[config.mk]
export PLATFORM = sky130hd
export DESIGN_NAME = e1_rx_crc4_check_flat
export DESIGN_NICKNAME = d
export VERILOG_FILES = /design/src/rtl/e1_rx_crc4_check_if.sv /design/src/rtl/e1_rx_crc4_check.sv /design/src/flat_wrapper.sv
export SDC_FILE = /design/constraint.sdc
export NUM_CORES = 1
export LEC_CHECK = 0
export ABC_AREA = 0
export CAP_MARGIN = 10
export CORE_MARGIN = 2
export CORE_UTILIZATION = 54
export CTS_CLUSTER_SIZE = 8
export DETAILED_ROUTE_END_ITERATION = 10
export GPL_ROUTABILITY_DRIVEN = 0
export PLACE_DENSITY_LB_ADDON = 0.3
export RECOVER_POWER = 100
export SETUP_SLACK_MARGIN = 0.02
export SLEW_MARGIN = 5
export SYNTH_ARGS = -nofsm -noshare
export SYNTH_HDL_FRONTEND = slang
export SYNTH_SLANG_ARGS = --single-unit
[constraint.sdc]
create_clock -name clk -period 2.5 [get_ports clk]
set_input_delay 0.375 -clock clk [delete_from_list [all_inputs] [get_ports clk]]
set_output_delay 0.375 -clock clk [all_outputs]
set_load 0.02 [all_outputs]
[src/rtl/e1_rx_crc4_check_if.sv]
`default_nettype none
// ============================================================================
// e1_rx_crc4_check_if : byte stream in / SMF check strobe out for CRC-4 checker
// Revision 1.0
// ============================================================================
interface e1_rx_crc4_check_if;
  logic [7:0] in_data;
  logic [4:0] in_ts;
  logic [3:0] in_frame;
  logic       in_valid;
  logic       in_ready;
  logic       in_mf_lock;
  logic       out_valid;
  logic       out_err;
  logic       out_smf;

  modport master (
    output in_data, in_ts, in_frame, in_valid, in_mf_lock,
    input  in_ready, out_valid, out_err, out_smf
  );

  modport slave (
    input  in_data, in_ts, in_frame, in_valid, in_mf_lock,
    output in_ready, out_valid, out_err, out_smf
  );
endinterface
`default_nettype wire

[src/rtl/e1_rx_crc4_check.sv]
`default_nettype none
// ============================================================================
// e1_rx_crc4_check : E1 receive CRC-4 per-SMF checker with saturating error count
// Revision 1.0
// ============================================================================
module e1_rx_crc4_check #(
  parameter int CNT_W = 16
) (
  input  wire               clk,
  input  wire               rst,
  e1_rx_crc4_check_if.slave bus,
  input  wire               err_cnt_clr,
  output logic [CNT_W-1:0]  err_cnt
);

  localparam logic [CNT_W-1:0] c_cnt_one = {{(CNT_W-1){1'b0}}, 1'b1};

  logic             busy_q, busy_d;
  logic [2:0]       bit_cnt_q, bit_cnt_d;
  logic [7:0]       shreg_q, shreg_d;
  logic [4:0]       ts_q, ts_d;
  logic [3:0]       frame_q, frame_d;
  logic [3:0]       crc_q, crc_d;
  logic [3:0]       rxc_q, rxc_d;
  logic [3:0]       expect_q, expect_d;
  logic             exp_smf_q, exp_smf_d;
  logic             expect_valid_q, expect_valid_d;
  logic             seen_start_q, seen_start_d;
  logic             out_valid_q, out_valid_d;
  logic             out_err_q, out_err_d;
  logic             out_smf_q, out_smf_d;
  logic [CNT_W-1:0] err_cnt_q, err_cnt_d;

  logic       in_ready_w;
  logic       accept;
  logic       first_bit;
  logic       c_pos;
  logic [1:0] c_ord;
  logic       smf_start;
  logic       smf_end;
  logic       line_bit;
  logic       crc_bit;
  logic [3:0] crc_state;
  logic       fb;
  logic [3:0] crc_next;
  logic [3:0] rxc_next;
  logic       err_inc;

  // A new byte can be taken while the last bit of the current one is on the wire.
  assign in_ready_w = ~busy_q | (bit_cnt_q == 3'd7);
  assign accept     = bus.in_valid & in_ready_w;

  assign first_bit = (bit_cnt_q == 3'd0);
  assign c_pos     = (ts_q == 5'd0) & ~frame_q[0] & first_bit;
  assign c_ord     = frame_q[2:1];
  assign smf_start = (ts_q == 5'd0) & (frame_q[2:0] == 3'd0) & first_bit;
  assign smf_end   = (ts_q == 5'd31) & (frame_q[2:0] == 3'd7) & (bit_cnt_q == 3'd7);
  assign line_bit  = shreg_q[7];
  assign crc_bit   = c_pos ? 1'b0 : line_bit;
  assign crc_state = smf_start ? 4'h0 : crc_q;
  assign fb        = crc_state[3] ^ crc_bit;
  assign crc_next  = {crc_state[2:0], 1'b0} ^ (fb ? 4'h3 : 4'h0);
  assign err_inc   = out_valid_q & out_err_q;

  always_comb begin
    rxc_next = rxc_q;
    if (c_pos) begin
      rxc_next[2'd3 - c_ord] = line_bit;
    end
  end

  always_comb begin
    busy_d         = busy_q;
    bit_cnt_d      = bit_cnt_q;
    shreg_d        = shreg_q;
    ts_d           = ts_q;
    frame_d        = frame_q;
    crc_d          = crc_q;
    rxc_d          = rxc_q;
    expect_d       = expect_q;
    exp_smf_d      = exp_smf_q;
    expect_valid_d = expect_valid_q;
    seen_start_d   = seen_start_q;
    out_valid_d    = 1'b0;
    out_err_d      = 1'b0;
    out_smf_d      = 1'b0;
    err_cnt_d      = err_cnt_q;

    if (busy_q) begin
      bit_cnt_d = bit_cnt_q + 3'd1;
      shreg_d   = {shreg_q[6:0], 1'b0};
      if (bit_cnt_q == 3'd7) begin
        busy_d = 1'b0;
      end

      if (!bus.in_mf_lock) begin
        crc_d          = 4'h0;
        rxc_d          = 4'h0;
        expect_valid_d = 1'b0;
        seen_start_d   = 1'b0;
      end else begin
        crc_d = crc_next;
        rxc_d = rxc_next;
        if (smf_start) begin
          seen_start_d = 1'b1;
        end
        // Only an SMF whose start was seen under lock produces a reference CRC.
        if (smf_end) begin
          expect_d       = crc_next;
          exp_smf_d      = frame_q[3];
          expect_valid_d = seen_start_q;
        end
        if (c_pos && (c_ord == 2'd3) && expect_valid_q) begin
          out_valid_d    = 1'b1;
          out_err_d      = (rxc_next != expect_q);
          out_smf_d      = exp_smf_q;
          expect_valid_d = 1'b0;
        end
      end
    end

    if (accept) begin
      busy_d    = 1'b1;
      bit_cnt_d = 3'd0;
      shreg_d   = bus.in_data;
      ts_d      = bus.in_ts;
      frame_d   = bus.in_frame;
    end

    // Clear wins, but an error strobed in the same cycle still counts.
    if (err_cnt_clr) begin
      err_cnt_d = err_inc ? c_cnt_one : '0;
    end else if (err_inc && !(&err_cnt_q)) begin
      err_cnt_d = err_cnt_q + c_cnt_one;
    end
  end

  always_ff @(posedge clk or posedge rst) begin
    if (rst) begin
      busy_q         <= 1'b0;
      bit_cnt_q      <= 3'd0;
      shreg_q        <= 8'h00;
      ts_q           <= 5'd0;
      frame_q        <= 4'd0;
      crc_q          <= 4'h0;
      rxc_q          <= 4'h0;
      expect_q       <= 4'h0;
      exp_smf_q      <= 1'b0;
      expect_valid_q <= 1'b0;
      seen_start_q   <= 1'b0;
      out_valid_q    <= 1'b0;
      out_err_q      <= 1'b0;
      out_smf_q      <= 1'b0;
      err_cnt_q      <= '0;
    end else begin
      busy_q         <= busy_d;
      bit_cnt_q      <= bit_cnt_d;
      shreg_q        <= shreg_d;
      ts_q           <= ts_d;
      frame_q        <= frame_d;
      crc_q          <= crc_d;
      rxc_q          <= rxc_d;
      expect_q       <= expect_d;
      exp_smf_q      <= exp_smf_d;
      expect_valid_q <= expect_valid_d;
      seen_start_q   <= seen_start_d;
      out_valid_q    <= out_valid_d;
      out_err_q      <= out_err_d;
      out_smf_q      <= out_smf_d;
      err_cnt_q      <= err_cnt_d;
    end
  end

  assign bus.in_ready  = in_ready_w;
  assign bus.out_valid = out_valid_q;
  assign bus.out_err   = out_err_q;
  assign bus.out_smf   = out_smf_q;
  assign err_cnt       = err_cnt_q;

endmodule
`default_nettype wire

[src/flat_wrapper.sv]
// flat-port wrapper written by rule: the top's interface ports become plain ports
module e1_rx_crc4_check_flat 
#(
  parameter int CNT_W = 16
)
  (clk, rst, err_cnt_clr, err_cnt, bus_in_data, bus_in_ts, bus_in_frame, bus_in_valid, bus_in_mf_lock, bus_in_ready, bus_out_valid, bus_out_err, bus_out_smf);
  e1_rx_crc4_check_if bus_i ();
  input  wire clk;
  input  wire rst;
  input  wire err_cnt_clr;
  output logic [CNT_W-1:0] err_cnt;
  input wire logic [$bits(bus_i.in_data)-1:0] bus_in_data;
  input wire logic [$bits(bus_i.in_ts)-1:0] bus_in_ts;
  input wire logic [$bits(bus_i.in_frame)-1:0] bus_in_frame;
  input wire logic [$bits(bus_i.in_valid)-1:0] bus_in_valid;
  input wire logic [$bits(bus_i.in_mf_lock)-1:0] bus_in_mf_lock;
  output wire logic [$bits(bus_i.in_ready)-1:0] bus_in_ready;
  output wire logic [$bits(bus_i.out_valid)-1:0] bus_out_valid;
  output wire logic [$bits(bus_i.out_err)-1:0] bus_out_err;
  output wire logic [$bits(bus_i.out_smf)-1:0] bus_out_smf;
  assign bus_i.in_data = bus_in_data;
  assign bus_i.in_ts = bus_in_ts;
  assign bus_i.in_frame = bus_in_frame;
  assign bus_i.in_valid = bus_in_valid;
  assign bus_i.in_mf_lock = bus_in_mf_lock;
  assign bus_in_ready = bus_i.in_ready;
  assign bus_out_valid = bus_i.out_valid;
  assign bus_out_err = bus_i.out_err;
  assign bus_out_smf = bus_i.out_smf;
  e1_rx_crc4_check #(.CNT_W(CNT_W)) u_core (.clk(clk), .rst(rst), .bus(bus_i), .err_cnt_clr(err_cnt_clr), .err_cnt(err_cnt));
endmodule
# [Word-level counts from Yosys, hierarchy flattened]
# Index checks and enable logic that the tools add are counted.
# W data, S select, Z words.
[classes] n_addsub=3 magnitude_cmp=2 eq_ne=7 n_mux=33 n_bitwise=13 n_reduce_logical=14
[ops] op="$mux W16" count=2
[ops] op="$mux W1" count=20
[ops] op="$add A16 B1 Y16 const B" count=1
[ops] op="$mux W4" count=4
[ops] op="$mux W8" count=2
[ops] op="$reduce_and A16 Y1" count=1
[ops] op="$and A1 B1 Y1" count=8
[ops] op="$eq A3 B3 Y1 const B" count=2
[ops] op="$logic_not A3 Y1" count=2
[ops] op="$mux W3" count=2
[ops] op="$eq A5 B5 Y1 const B" count=1
[ops] op="$logic_not A5 Y1" count=1
[ops] op="$bwmux W4" count=1
[ops] op="$logic_and A1 B1 Y1" count=4
[ops] op="$ne A4 B4 Y1" count=1
[ops] op="$reduce_and A2 Y1" count=2
[ops] op="$reduce_bool A2 Y1" count=2
[ops] op="$xor A4 B4 Y4" count=1
[ops] op="$add A3 B1 Y3 const B" count=1
[ops] op="$lt A2 B3 Y1 const B" count=1
[ops] op="$ne A3 B1 Y1 const B" count=1
[ops] op="$reduce_and A3 Y1" count=1
[ops] op="$demux W1 S2" count=1
[ops] op="$eq A2 B2 Y1 const B" count=1
[ops] op="8 further kinds" count=9
[word_totals] register_bits=55 in_bits=22 output_inout_bits=20 wordCells=87

# [Depth between registers and ports, before layout]
# Gate-level depths: netlist of run 1.
[logic_depth] ltp_word=11 mapped_depth=7 depth_no_buf=7

# [Worst setup path after synthesis of run 1]
# No wires, ideal clock.
[synth_timing] path_kind="reg-to-reg" from="register u_core.bit_cnt_q[0]" to="register u_core.out_err_q (netlist: u_core.bus.out_err)" setup_ns=0.124 t_arrival_ns=2.124 required_time_ns=2.376 slack_ns=0.252 path_stages_with_launch=8 path_buffers=0 synth_period_minus_slack_ns=2.248 cell_sequence="dfrtp_1 -> inv_1 -> ha_1 -> or4b_4 -> or3_4 -> mux2i_1 -> a211o_1 -> o31a_1"
[synth_via] elab_chain_len=7 word_cells_on_any_way=9
[synth_lines] element="from (decl)" line="e1_rx_crc4_check.sv:19" text="logic [2:0] bit_cnt_q, bit_cnt_d;"
[synth_lines] element="from (signal assigned)" line="e1_rx_crc4_check.sv:157" text="bit_cnt_q <= bit_cnt_d;"
[synth_lines] element="$logic_not A3 Y1 *" line="e1_rx_crc4_check.sv:53" text="assign first_bit = (bit_cnt_q == 3'd0);"
[synth_lines] element="$and A1 B1 Y1 *" line="e1_rx_crc4_check.sv:54" text="assign c_pos = (ts_q == 5'd0) & ~frame_q[0] & first_bit;"
[synth_lines] element="$mux W4 / $logic_and A1 B1 Y1 (equally long branches)" line="e1_rx_crc4_check.sv:67, e1_rx_crc4_check.sv:113"
[synth_lines] element="$ne A4 B4 Y1 / $logic_and A1 B1 Y1 (equally long branches)" line="e1_rx_crc4_check.sv:115, e1_rx_crc4_check.sv:113"
[synth_lines] element="$mux W1 *" line="e1_rx_crc4_check.sv:113" text="if (c_pos && (c_ord == 2'd3) && expect_valid_q) begin"
[synth_lines] element="$mux W1 *" line="e1_rx_crc4_check.sv:96" text="if (!bus.in_mf_lock) begin"
[synth_lines] element="$mux W1 *" line="e1_rx_crc4_check.sv:89" text="if (busy_q) begin"
[synth_lines] element="net u_core.out_err_d" line="e1_rx_crc4_check.sv:30" text="logic out_err_q, out_err_d;"
[synth_lines] element="to (signal assigned)" line="e1_rx_crc4_check.sv:168" text="out_err_q <= out_err_d;"
[synth_lines] element="to (decl)" line="e1_rx_crc4_check.sv:30"
# The timed path passes the listed nets; every way through them passes the cells marked *.
# A chain may end at the register's enable or synchronous reset.

# [Final worst setup path of run 1]
# Same ends and word-level chain as after synthesis.

==> results of run 1 <==
## worst max path at each step
stage                               endpoint  slack, ps
after detailed placement  u_core.bus.out_err        140
after CTS                 u_core.bus.out_err        130
after floorplan           u_core.bus.out_err        250
after global placement    u_core.bus.out_err        200
after global routing      u_core.bus.out_err         50
final                     u_core.bus.out_err        140
## final cells by class
class | count | area share (%)
flip-flops and latches | 55 | 40.4
multi-input cells | 196 | 39.6
repair buffers | 47 | 13.1
well taps | 70 | 2.57
clock buffers | 5 | 2.02
clock inverters | 3 | 1.36
inverters | 9 | 0.992
## cell families (layout without fill, tap and decap cells)
logic type,after synthesis,count (layout),share of synthesized area (%)
flip-flops,55,55,48.6
AND/OR/NAND/NOR,99,99,18.6
AO/OA/AOI/OAI,49,49,11.8
buffers and inverters,20,64,3.45
XOR/XNOR,18,18,5.57
adder cells (fa/ha/maj),4,4,1.77
multiplexers,26,26,10.2
## Yosys cell counts (5+ instances only)
cell type and count:
nand2_1 21, nand3_1 14, mux2_2 12, dfrtp_1 55
o2bb2ai_1 5, mux2i_1 12, o21ai_0 9, nor2_1 30
a21oi_1 12, inv_1 9, o211ai_1 6, xor2_1 15
nand4_1 5, clkbuf_1 7
## stage by stage
step | power, mW | instances
floorplan | 1.72 | 271
global route | 2.63 | 385
detailed placement | 1.90 | 377
CTS | 2.51 | 385
finish | 2.46 | 385
global placement | 1.86 | 377
## sequential cells by signal, summed over array words and instances, names as in the netlist, 3 cells and up
name,count
u_core.shreg_q,8
u_core.ts_q,5
u_core.frame_q,4
u_core.expect_q,4
u_core.crc_q,4
u_core.rxc_q,4
u_core.bit_cnt_q,3
u_core.err_cnt,16
## where the power goes
part | internal (mW) | switching, mW | total (mW)
Combinational | 0.304 | 0.311 | 0.615
Clock | 0.302 | 0.297 | 0.599
Sequential | 1.06 | 0.188 | 1.25
Total | 1.67 | 0.796 | 2.46
## placed cells by master, fill, tap and decap left out, types with 5 or more instances in the layout
master	synthesis	final
clkdlybuf4s50_1	0	21
o211ai_1	6	6
a21oi_1	12	12
nand2_1	21	21
xor2_1	15	15
clkbuf_8	0	5
mux2i_1	12	12
mux2_2	12	12
o21ai_0	9	9
dlygate4sd3_1	0	20
nand4_1	5	5
nand3_1	14	14
o2bb2ai_1	5	5
dfrtp_1	55	55
nor2_1	30	30
inv_1	9	8
## per-layer routing
layer	vias to the layer above	track usage [%]	wire, um
li1	1064	-	-
met1	1015	26.0	2410
met2	64	34.1	2730
met3	6	4.74	296
met4	0	5.82	72
met5	-	0	0
## critical path, delay by kind of cell (launching register included)
kind	cells	cell delay (ps)
buffers and inverters	1	70
muxes	1	130
DFF	1	420
and+or+nand+nor	2	880
AOI/OAI and AO/OA	2	610
adders and majority gates	1	150
==> run_results.csv, run 1 <==
group,metric,value,unit
final_layout,regArea,1380,sq um
floorplan,dieWidth,76.4,um
logic_synthesis,ys_async_sr_fraction,100,%
routing,totalWireLength,5510,um
logic_synthesis,synth_cell_type_count,47,
routing,wl_per_cell,14.3,um
logic_synthesis,synthTopCellsByArea,"dfrtp_1 49%, mux2_2 4.8%, xor2_1 4.6%, mux2i_1 4.2%, nor2_1 4.0%",
worst_setup_path,crit_type,"reg -> reg",
global_route,antenna_found_initial,0,
routing,drt_iter0_drc,94,
final_layout,final_util,67.1,%
placed_design,dp_slack,137,ps
sta,max_slew_margin,10.6,%
worst_hold_path,holdPathEnd,"u_core.bus.out_smf",
routing,drt_pass1_iterations,4,
logic_synthesis,avgSynthCellArea,10.4,sq um
pwr,power_density,723,nW/um^2
logic_synthesis,synth.top_cell.area_share,48.6,%
clock_tree,clockBufferDepth,2,
sta,setup_tns,0,ps
worst_setup_path,reg2reg_depth,7,
routing,vias,2149,
logic_synthesis,ys_ff_latch,55,
global_route,grt_pass1_vias,2156,
worst_hold_path,hold_path_depth,1,
sta,finalWorstSetupSlack,138,ps
clock_tree,cts_buffers,5,
sta,hold-worst-slack,476,ps
logic_synthesis,synth_warnings,0,
logic_synthesis,seq_area_frac_synth,48.6,%
worst_setup_path,crit_path_cell_trace,"inv_1 > ha_1 > or4b_4 > or3_4 > mux2i_1 > a211o_1 > o31a_1",
routing,ant_nets,0,
worst_setup_path,crit_path_start_kind,"flop",
worst_hold_path,hold_path.class,"reg -> reg",
placed_design,post-dp-hpwl,3990,um
sta,rsz0062_at_grt,"no",
logic_synthesis,syn_inst,271,
global_route,grtUsageTotal,20.2,%
final_layout,fin_nets,340,
final_layout,synthToLayoutAreaGrowth,20.3,%
global_route,gr-total-overflow,0,
clock_tree,cts_tree,"yes",
final_layout,finish.instance_area,3410,sq um
job,maxCapViolations,0,
sta,finalCriticalPeriod,2360,ps
sta,hold_violations,0,
global_route,grt_pass1_wl,9670,um
sta,setup_violations,0,
pwr,peakVddDrop,0.523,mV
logic_synthesis,syn-cell-area,2830,sq um
logic_synthesis,synth_edf_count,0,
placed_design,port_buffers,41,
floorplan,ios,42,
routing,drc,0,
clock_tree,cts_setup_buffers,0,
clock_tree,ctsHtreeMaxLevel,2,
sta,min_period_over_period,94.5,%
logic_synthesis,synth_top_cell_by_area,"dfrtp_1",
worst_setup_path,cpPeakStageDelay,510,ps
outcome,status,"complete, no violations",
final_layout,fillers,416,
pwr,p_leak,1.57,nW
clock_tree,cts_resized,0,
logic_synthesis,synth_ff_type,"dfrtp_1",
worst_setup_path,r2r-end,"u_core.bus.out_err",
worst_hold_path,hp-start,"u_core.exp_smf_q",
final_layout,final_layout_size_suffix_gt1_share,9.84,%
worst_setup_path,r2r-start,"u_core.bit_cnt_q[0]",
global_route,grt_start_max_net_pins,56,
floorplan,start_util,55.8,%
clock_tree,clockRootBuffer,"clkbuf_8",
clock_tree,clk_pin_slew,100,ps
clock_tree,ctsHoldBuffers,0,
final_layout,diodes,0,
floorplan,row_count,26,
final_layout,multi_input_area,1350,sq um
worst_setup_path,reg2reg_slack,140,ps
clock_tree,clk_latency,310,ps
sta,fmax,423,MHz
floorplan,core_area,5070,sq um
worst_setup_path,arrival,2570,ps
routing,vias_per_cell,5.58,
worst_setup_path,crit_path_max_fanout,6,
sta,fin_skew,13.5,ps
placed_design,placed_area,3320,sq um
worst_setup_path,cp_slowest_cell,"or4b_4",
sta,maxSlewViolCount,0,
worst_setup_path,crit_start,"u_core.bit_cnt_q[0]",
worst_setup_path,cp.required,2710,ps
floorplan,dieArea,5840,sq um
sta,worstMarginPinSlew,1340,ps
worst_setup_path,worst_setup_path_end_kind,"flop",
logic_synthesis,syn-num-nets,297,
clock_tree,cts_sinks,55,
floorplan,dieHeight,76.4,um
Power figures use the tool's default switching activity.
==> run 2, diff against run 1 <==
- CORE_UTILIZATION: 54 -> 55
- clock period: 2.5 -> 2.9 ns (I/O delays scaled with it)
==> run 2 against run 1 <==
  * Utilization shrank 0.58 points
  * Register-to-register slack gained 240 ps
  * Total power shrank 17%
  * Setup slack gained 150 ps
  * Final area shrank 1.5%
  * Critical path depth shrank 3
  * Clock skew shrank 11 ps
  * Global-route usage grew 1.4 points
  * Combinational power shrank 16%
  * Worst hold slack gained 17 ps
  * First-iteration DRC count grew 61%
  * Count of clock-buffer cells in the layout grew 2
  * Critical path type is now reg -> out
  * Critical endpoint is now bus_in_ready
  * Largest cell class unchanged
  * Highest routed layer unchanged
==> run_results.csv, run 2 (synthesis gave the netlist of run 1 again) <==
group,metric,value,unit
clock_tree,clk_pin_slew,90,ps
sta,fin_skew,2.17,ps
pwr,peakVddDrop,0.472,mV
final_layout,synthToLayoutAreaGrowth,18.5,%
pwr,p_leak,1.55,nW
final_layout,final_cell_mix,"55 x dfrtp_1, 30 x nor2_1, 22 x dlygate4sd3_1, 21 x nand2_1, 19 x clkdlybuf4s50_1",
final_layout,final_layout_size_suffix_gt1_share,8.01,%
worst_setup_path,arrival,2180,ps
outcome,status,"complete, no violations",
routing,totalWireLength,5520,um
routing,drt_pass1_iterations,4,
worst_setup_path,cpPeakStageDelay,680,ps
final_layout,regArea,1380,sq um
global_route,grt_start_max_net_pins,33,
floorplan,start_util,56.2,%
worst_hold_path,hold_path.class,"reg -> reg",
worst_setup_path,crit_type,"reg -> out",
worst_setup_path,cp_top_family,"buffers and inverters",
final_layout,fin_cells,382,
clock_tree,clk_latency,310,ps
sta,finalCriticalPeriod,2620,ps
global_route,met2_usage,33.1,%
final_layout,diodes,0,
final_layout,largest_reg_flops,16,
global_route,met1_usage,31.2,%
clock_tree,clockRootBuffer,"clkbuf_8",
global_route,use_met3,4.10,%
clock_tree,clockBufferDepth,2,
placed_design,port_buffers,41,
worst_setup_path,cp_slowest_cell,"dlygate4sd3_1",
pwr,power_density,610,nW/um^2
routing,wl_per_cell,14.4,um
job,maxCapViolations,0,
routing,drc,0,
worst_setup_path,cpMostUsedCell,"ha_1",
clock_tree,ctsHtreeMaxLevel,2,
routing,drt_iter0_drc,151,
worst_setup_path,crit_path_max_fanout,11,
clock_tree,cts_setup_buffers,0,
sta,setup_violations,0,
global_route,gr-total-overflow,0,
sta,hold_violations,0,
global_route,antenna_found_initial,0,
pwr,p_int,1.39,mW
floorplan,row_count,26,
final_layout,multi_input_area,1330,sq um
worst_setup_path,path_buf_inv,1,
pwr,power_frac_seq,52.2,%
global_route,grtUsageTotal,21.5,%
clock_tree,cts_resized,0,
clock_tree,ctsHoldBuffers,0,
clock_tree,cts_sinks,55,
sta,rsz0062_at_grt,"no",
pwr,power_switching,0.661,mW
routing,ant_nets,0,
placed_design,post-dp-hpwl,3980,um
pwr,p_sw_share,32.3,%
routing,vias,2184,
routing,vias_per_cell,5.72,
final_layout,fin_nets,337,
floorplan,dieHeight,75.8,um
sta,max_slew_margin,40.4,%
floorplan,dieArea,5740,sq um
clock_tree,cts_buffers,5,
global_route,top_usage_layer,"met2",
global_route,grt_pass1_vias,2016,
sta,fmax,382,MHz
worst_setup_path,cp.required,2470,ps
final_layout,fillers,416,
floorplan,dieWidth,75.8,um
sta,min_period_over_period,90.2,%
floorplan,core_area,5040,sq um
worst_setup_path,worst_setup_path_end_kind,"output pin",
sta,worstMarginPinSlew,886,ps
sta,maxSlewViolCount,0,
placed_design,dp.cells,374,
pwr,power_frac_clock,22.6,%
sta,setup_tns,0,ps
worst_setup_path,crit_path_start_kind,"flop",
pwr,combPwrFrac,25.2,%
clock_tree,cts_tree,"yes",
worst_setup_path,crit_path_cell_trace,"ha_1 > ha_1 > nand2b_1 > dlygate4sd3_1",
final_layout,final_common_cell,"dfrtp_1",
global_route,grt_pass1_wl,9440,um
floorplan,ios,42,
run 2: changes by cell type in the layout (fill, tap and decap cells not counted), moves of 2 or more:
cell	previous run	this run
clkdlybuf4s50_1	21	19
nor4_2	2	0
clkbuf_8	5	7
dlygate4sd3_1	20	22
buf_4	3	1
nor4_1	2	4
run 2: power groups by stage:
stage | registers, mW | clock network, mW | logic, mW
after floorplan | 1.03 | 0 | 0.452
after global placement | 1.08 | 0 | 0.516
after detailed placement | 1.09 | 0 | 0.537
after CTS | 1.07 | 0.477 | 0.541
after global routing | 1.09 | 0.506 | 0.586
final | 1.07 | 0.463 | 0.515
run 2: per-layer routing:
layer	share of wire, %	wire (um)
met3	4.0	219
met4	1.2	65
met2	47	2610
met1	48	2620
met5	0	0
run 2: worst reg2reg max path, delay by kind of cell, from the launching register on:
family,cells,cell delay [ps]
fa+ha+maj,1,160
flops,1,410
compound gates,1,160
simple gates,4,1610
buf+inv,1,80
run 2: stage by stage:
step / hold slack (ps) / util [%] / instance area (sq um) / total power [mW] / worst slack, ps
after global routing: 516 / 66.6 / 3360 / 2.19 / 188
after CTS: 495 / 67.5 / 3400 / 2.09 / 360
after floorplan: 447 / - / 2830 / 1.48 / 652
after detailed placement: 472 / 65.5 / 3300 / 1.63 / 546
after global placement: 457 / 65.5 / 3300 / 1.60 / 607
final: 493 / 66.6 / 3360 / 2.05 / 284
run 2: cell type report:
cell class              count  area share [%]
clock buffers               7            2.87
well taps                  70            2.61
multi-input cells         196            39.6
clock inverters             1           0.224
flip-flops and latches     55            41.0
inverters                   9            1.01
repair buffers             44            12.7
run 2: worst paths after layout:
kind | from | to | slack [ps] | cells after the start
setup / recovery | u_core.bit_cnt_q[0] | bus_in_ready | 280 | 4
hold / removal | u_core.shreg_q[1] | u_core.shreg_q[2] | 490 | 2
setup reg to reg | u_core.bit_cnt_q[0] | u_core.crc_q[0] | 380 | 7
hold reg to reg | u_core.shreg_q[1] | u_core.shreg_q[2] | 490 | 2
max in group asynchronous | rst | u_core.err_cnt[7] | 910 | 3
min in group asynchronous | rst | u_core.expect_q[1] | 740 | 2
==> run 3, diff against run 2 <==
- CTS_CLUSTER_DIAMETER: not set -> 100
==> results of run 3 <==
No change in the layout: final DEF, timing and power equal those of run 2.
